### src/rtl/mem_store_pkg.sv
`default_nettype none
// ============================================================================
// mem_store_pkg : store/load size encodings, store FSM states, lane helpers
// Rev 1.0 : initial release
// ============================================================================
package mem_store_pkg;

  localparam int BYTES_PER_WORD = 4;

  localparam logic [1:0] MASK_BYTE = 2'b00;
  localparam logic [1:0] MASK_HALF = 2'b01;
  localparam logic [1:0] MASK_WORD = 2'b11;

  typedef enum logic [2:0] {
    IDLE  = 3'd0,
    READ  = 3'd1,
    MERGE = 3'd2,
    WRITE = 3'd3,
    FAULT = 3'd4
  } store_state_t;

  // The reserved code 2'b10 falls into the word rule.
  function automatic logic is_misaligned(input logic [1:0] mask, input logic [1:0] lane);
    case (mask)
      MASK_BYTE: is_misaligned = 1'b0;
      MASK_HALF: is_misaligned = lane[0];
      default:   is_misaligned = |lane;
    endcase
  endfunction

  function automatic logic [31:0] replicate_store(input logic [31:0] data, input logic [1:0] mask);
    case (mask)
      MASK_BYTE: replicate_store = {4{data[7:0]}};
      MASK_HALF: replicate_store = {2{data[15:0]}};
      default:   replicate_store = data;
    endcase
  endfunction

endpackage
`default_nettype wire

### src/rtl/store_lane_merge.sv
`default_nettype none
// ============================================================================
// store_lane_merge : places store data into its little-endian byte lanes of
//                    an existing word and reports the lanes touched.
// Rev 1.0 : initial release
// ============================================================================
module store_lane_merge
  import mem_store_pkg::*;
#(
  parameter int NB_DATA = 32
) (
  input  logic [NB_DATA-1:0]   i_old_word,
  input  logic [NB_DATA-1:0]   i_new_data,
  input  logic [1:0]           i_mask,
  input  logic [1:0]           i_lane,
  output logic [NB_DATA-1:0]   o_merged,
  output logic [NB_DATA/8-1:0] o_byte_en
);

  localparam int NB_LANES = NB_DATA / 8;

  logic [NB_LANES-1:0] w_lane_en;

  always_comb begin
    w_lane_en = '0;
    case (i_mask)
      MASK_BYTE: w_lane_en[i_lane] = 1'b1;
      MASK_HALF: w_lane_en[{i_lane[1], 1'b0} +: 2] = 2'b11;
      default:   w_lane_en = '1;
    endcase
  end

  genvar gi;
  generate
    for (gi = 0; gi < NB_LANES; gi++) begin : g_lane
      logic [7:0] w_src;

      // Sub-word data always comes from the low bits of the source register.
      always_comb begin
        case (i_mask)
          MASK_BYTE: w_src = i_new_data[7:0];
          MASK_HALF: w_src = i_new_data[8*(gi%2) +: 8];
          default:   w_src = i_new_data[8*gi +: 8];
        endcase
      end

      assign o_merged[8*gi +: 8] = w_lane_en[gi] ? w_src : i_old_word[8*gi +: 8];
    end
  endgenerate

  assign o_byte_en = w_lane_en;

endmodule
`default_nettype wire

### src/rtl/store_merger.sv
`default_nettype none
// ============================================================================
// store_merger : MEM-stage SB/SH/SW engine for a word-organised data memory;
//                read-modify-write by default, single write with lane enables
//                when STORE_MERGER_BYTE_ENABLE_EN is defined.
// Rev 1.0 : initial release
// ============================================================================
module store_merger
  import mem_store_pkg::*;
#(
  parameter int NB_DATA = 32,
  parameter int NB_ADDR = 12,
  parameter int NB_MASK = 2
) (
  input  logic                 i_clock,
  input  logic                 i_reset,
  input  logic                 i_store_valid,
  output logic                 o_store_ready,
  input  logic [NB_ADDR-1:0]   i_address,
  input  logic [NB_DATA-1:0]   i_dato,
  input  logic [NB_MASK-1:0]   i_mascara,
  output logic                 o_stall,
  output logic                 o_done,
  output logic                 o_misaligned,
  output logic [NB_ADDR-3:0]   o_mem_addr,
  output logic                 o_mem_read_en,
  input  logic [NB_DATA-1:0]   i_mem_rdata,
  output logic                 o_mem_write_en,
  output logic [NB_DATA-1:0]   o_mem_wdata,
  output logic [NB_DATA/8-1:0] o_mem_byte_en
);

  localparam int NB_BE = NB_DATA / 8;

`ifdef STORE_MERGER_BYTE_ENABLE_EN
  localparam store_state_t c_sub_word_first = WRITE;
`else
  localparam store_state_t c_sub_word_first = READ;
`endif

  store_state_t r_state;
  store_state_t w_next_state;

  logic [NB_ADDR-1:0] r_addr;
  logic [NB_DATA-1:0] r_data;
  logic [NB_MASK-1:0] r_mask;

  logic               w_accept;
  logic               w_is_sub_word;
  logic [NB_DATA-1:0] w_merge_old;
  logic [NB_DATA-1:0] w_merged;
  logic [NB_BE-1:0]   w_merge_be;
  logic [NB_DATA-1:0] w_write_word;
  logic [NB_BE-1:0]   w_write_be;

  assign o_store_ready = (r_state == IDLE) && !i_reset;
  assign w_accept      = i_store_valid && o_store_ready;
  assign w_is_sub_word = (i_mascara == MASK_BYTE) || (i_mascara == MASK_HALF);

`ifdef STORE_MERGER_BYTE_ENABLE_EN
  logic w_unused_rdata;

  // Lanes outside the enables carry copies of the data; memory ignores them.
  assign w_merge_old    = replicate_store(r_data, r_mask);
  assign w_write_word   = w_merged;
  assign w_write_be     = w_merge_be;
  assign w_unused_rdata = ^i_mem_rdata;
`else
  logic [NB_DATA-1:0] r_wdata;
  logic               w_unused_be;

  assign w_merge_old  = i_mem_rdata;
  assign w_write_word = r_wdata;
  assign w_write_be   = '1;
  assign w_unused_be  = ^w_merge_be;
`endif

  store_lane_merge #(
    .NB_DATA (NB_DATA)
  ) u_lane_merge (
    .i_old_word (w_merge_old),
    .i_new_data (r_data),
    .i_mask     (r_mask),
    .i_lane     (r_addr[1:0]),
    .o_merged   (w_merged),
    .o_byte_en  (w_merge_be)
  );

  always_ff @(posedge i_clock or posedge i_reset) begin
    if (i_reset) begin
      r_state <= IDLE;
    end else begin
      r_state <= w_next_state;
    end
  end

  always_comb begin
    w_next_state   = r_state;
    o_stall        = 1'b1;
    o_done         = 1'b0;
    o_misaligned   = 1'b0;
    o_mem_read_en  = 1'b0;
    o_mem_write_en = 1'b0;
    o_mem_addr     = '0;
    o_mem_wdata    = '0;
    o_mem_byte_en  = '0;
    case (r_state)
      IDLE: begin
        o_stall = 1'b0;
        if (w_accept) begin
          if (is_misaligned(i_mascara, i_address[1:0])) begin
            w_next_state = FAULT;
          end else if (w_is_sub_word) begin
            w_next_state = c_sub_word_first;
          end else begin
            w_next_state = WRITE;
          end
        end
      end
      READ: begin
        o_mem_read_en = 1'b1;
        o_mem_addr    = r_addr[NB_ADDR-1:2];
        w_next_state  = MERGE;
      end
      MERGE: begin
        o_mem_addr   = r_addr[NB_ADDR-1:2];
        w_next_state = WRITE;
      end
      WRITE: begin
        o_mem_write_en = 1'b1;
        o_mem_addr     = r_addr[NB_ADDR-1:2];
        o_mem_wdata    = w_write_word;
        o_mem_byte_en  = w_write_be;
        o_done         = 1'b1;
        w_next_state   = IDLE;
      end
      FAULT: begin
        o_misaligned = 1'b1;
        w_next_state = IDLE;
      end
      default: begin
        w_next_state = IDLE;
      end
    endcase
  end

  always_ff @(posedge i_clock or posedge i_reset) begin
    if (i_reset) begin
      r_addr  <= '0;
      r_data  <= '0;
      r_mask  <= '0;
`ifndef STORE_MERGER_BYTE_ENABLE_EN
      r_wdata <= '0;
`endif
    end else begin
      if (w_accept) begin
        r_addr  <= i_address;
        r_data  <= i_dato;
        r_mask  <= i_mascara;
`ifndef STORE_MERGER_BYTE_ENABLE_EN
        r_wdata <= i_dato;
`endif
      end
`ifndef STORE_MERGER_BYTE_ENABLE_EN
      // Memory read data is valid only in MERGE; sub-word stores overwrite here.
      if (r_state == MERGE) begin
        r_wdata <= w_merged;
      end
`endif
    end
  end

endmodule
`default_nettype wire
### config.mk
export PLATFORM = sky130hd
export DESIGN_NAME = store_merger
export DESIGN_NICKNAME = d
export VERILOG_FILES = /design/src/rtl/mem_store_pkg.sv /design/src/rtl/store_lane_merge.sv /design/src/rtl/store_merger.sv
export SDC_FILE = /design/constraint.sdc
export NUM_CORES = 1
export LEC_CHECK = 0
export CAP_MARGIN = 20
export CORE_ASPECT_RATIO = 0.9
export CORE_MARGIN = 4
export CORE_UTILIZATION = 48
export DETAILED_ROUTE_END_ITERATION = 10
export PLACE_DENSITY = 0.84
export SLEW_MARGIN = 20
export SYNTH_ARGS = -nofsm -noshare
export SYNTH_HDL_FRONTEND = slang
export SYNTH_HIERARCHICAL = 1
export SYNTH_SLANG_ARGS = --single-unit
### constraint.sdc
create_clock -name i_clock -period 3.6 [get_ports i_clock]
set_clock_uncertainty 0.15 [all_clocks]
set_input_delay 0.54 -clock i_clock [delete_from_list [all_inputs] [get_ports i_clock]]
set_output_delay 0.54 -clock i_clock [all_outputs]
set_load 0.01 [all_outputs]
==> reports/summary.txt <==
Status - finished clean
Root Buffer - clkbuf_8
Worst r2r path cells - 5
Initial antenna violation count - 0
Netlist Area Pre-Place - 4530 µm²
First-pass GRT wire length - 20.2 mm
FMAX - 0.301 GHz
Tmin final - 3.32 ns
Global route overflow - 0
Die Footprint - 11100 µm²
CTS Sinks - 81
HP Class - flop to flop
I/O Buffers - 132
Pin count of the biggest net entering global routing - 36
Syn. warnings - 6
Fin util - 66.3%
Final cell count without fillers - 637
Core Footprint - 9170 µm²
# fillers - 731
Routing usage on met2 - 38.7%
I/O pin cnt - 133
Pwr dens - 862 nW/µm²
Hold Buf Count CTS - 0
RSZ-0062 raised after global routing - false
Overall power - 5240 µW
Area Growth Syn to Fin - 34.1%
CP Class - flop to output port
CP Cell Sequence - nand2_1 -> nor2_2 -> buf_4 -> and2_1 -> clkdlybuf4s50_1
Worst skew pair latency - 0.36 ns
Combinational Power Share - 53.5%
PostCTS Resize Cnt - 0
N_diodes - 0
Post-CTS setup buffers - 0
1st-pass router iterations - 5
Hold wc startpoint - r_data[18]
Width of the die - 110 µm
Slowest stage delay, CP - 0.62 ns
Starting density of the core - 49.4%
Row Count - 33
DRT Wirelength - 12.9 mm
Period utilisation layout - 92.3%
Worst r2r src - r_mask[0]
Crit Path Max Fanout - 26
Maxcap violations - 0
Met1 usage - 29.8%
Clock Power Share - 12.3%
Sequential power share - 34.2%
Antenna Nets Post-Route - 0
Global route hottest layer - met2
Max-slew headroom - 42.3%
DP Cell Count - 622
Met3 Use GR - 7.14%
Wirelength per Cell - 20.2 µm
CP startpoint kind - flop
HPWL Detailed - 9.24 mm
Tot GR Track Use - 24.0%
Via density - 5.93
Pleak - 0.00257 µW
Clk pin slew, worst setup/hold paths - 0.08 ns
CTS tree - done
CP endpoint kind - output port
Switching Fraction - 38.0%
Gate count of the mapped netlist - 396
Max Root-Sink Buffers - 2
GP Congestion - 0.842
Via count - 3779
Count of pins over their slew limit - 0
TritonCTS buffer count - 9
WP data required - 2.91 ns
Vias in the first global route - 3935
VDD IR max - 0.000437 V
Fin nets - 592
Die H - 100 µm
Share of layout cells above drive strength 1 - 20.6%
Worst hold path depth - 1
P_sw - 1990 µW
Critical R2R Capture - r_wdata[3]
Critical-path top delay cell - dfrtp_1
Final hold vios - 0
Hold Path End - r_data[18]
Setup violations, final - 0
Arrival @ worst endpoint - 2.63 ns
Drc violations - 0
Internal Pwr Total - 3250 µW
CTS HTree Levels - 3
Setup tns final - 0 ns
Hold Slack - 0.346 ns
Least-Margin Pin Slew - 0.864 ns
Post-Syn Nets - 477
Avg Synthesized Cell Area - 11.4 µm²
DRT iter0 DRCs - 209
R2r setup slk - 1.07 ns
==> layer usage <==
| layer | part of all wire (%) | up-vias |
|---|---|---|
| li1 | - | 1695 |
| met1 | 39 | 1860 |
| met2 | 49 | 192 |
| met3 | 8.6 | 32 |
| met4 | 3.3 | 0 |
| met5 | 0 | - |
==> power groups by stage <==
| stage | Sequential, µW | Clock, µW | Combinational [µW] |
|---|---|---|---|
| floorplan | 1580 | 0 | 2040 |
| global placement | 1770 | 0 | 2690 |
| detailed placement | 1800 | 0 | 2780 |
| CTS | 1780 | 656 | 2800 |
| global route | 1850 | 705 | 3020 |
| finish | 1790 | 645 | 2800 |
==> through the flow <==
stage,setup slack (ns),instance area [µm²]
2_1_floorplan,0.830,4530
3_3_place_gp,0.800,5890
3_5_place_dp,0.701,5890
4_1_cts,0.299,6080
5_1_grt,0.0997,6080
6_report,0.276,6080
==> cells in the final DEF (no fill, tap or decap), drive strengths merged, types with 2 or more instances in the layout <==
| master | instances |
|---|---|
| clkdlybuf4s50 | 132 |
| dfrtp | 81 |
| mux2 | 70 |
| and2 | 44 |
| a221o | 27 |
| and3 | 19 |
| nor3b | 15 |
| a22o | 13 |
| a211o | 13 |
| a21oi | 12 |
| nor3 | 10 |
| nor2b | 10 |
| clkbuf | 9 |
| buf | 9 |
| o21ai | 9 |
| mux2i | 8 |
| a31oi | 8 |
| nor2 | 7 |
| clkinv | 4 |
| inv | 3 |
| nand2 | 2 |
| clkinvlp | 2 |
| or2 | 2 |
| o21bai | 2 |
==> flip-flops by register name, indices dropped and copies added (netlist names) <==
register	cells
r_data	32
r_wdata	32
r_addr	12
r_state	3
r_mask	2
==> area by class of cell <==
cell class	count	area, µm²	share of cell area, %
Multi-Input combinational cell	274	2290	37.8
Sequential cell	81	2030	33.4
Timing Repair Buffer	141	1400	23.1
Tap cell	122	153	2.51
Clock buffer	9	124	2.04
Clock inverter	6	60.1	0.988
Inverter	4	16.3	0.268
==> worst max-delay path, delay by kind of cell (launching register included) <==
kind / cells / cell delay [ns]
buf+inv: 2 / 0.91
flops: 1 / 0.62
simple gates: 3 / 0.75
==> how the worst max path moves through the flow <==
| stage | to | startpoint | cells after the start | slack (ns) |
|---|---|---|---|---|
| 2_1_floorplan | r_addr[0] | i_reset | 1 | 0.83 |
| 3_3_place_gp | o_mem_wdata[6] | r_state[1] | 5 | 0.80 |
| 3_5_place_dp | o_mem_wdata[9] | r_state[1] | 5 | 0.70 |
| 4_1_cts | o_mem_wdata[9] | r_state[1] | 5 | 0.30 |
| 5_1_grt | o_mem_wdata[6] | r_state[1] | 5 | 0.1 |
| 6_report | o_mem_wdata[9] | r_state[1] | 5 | 0.28 |
(Power assumes the default switching activity.)
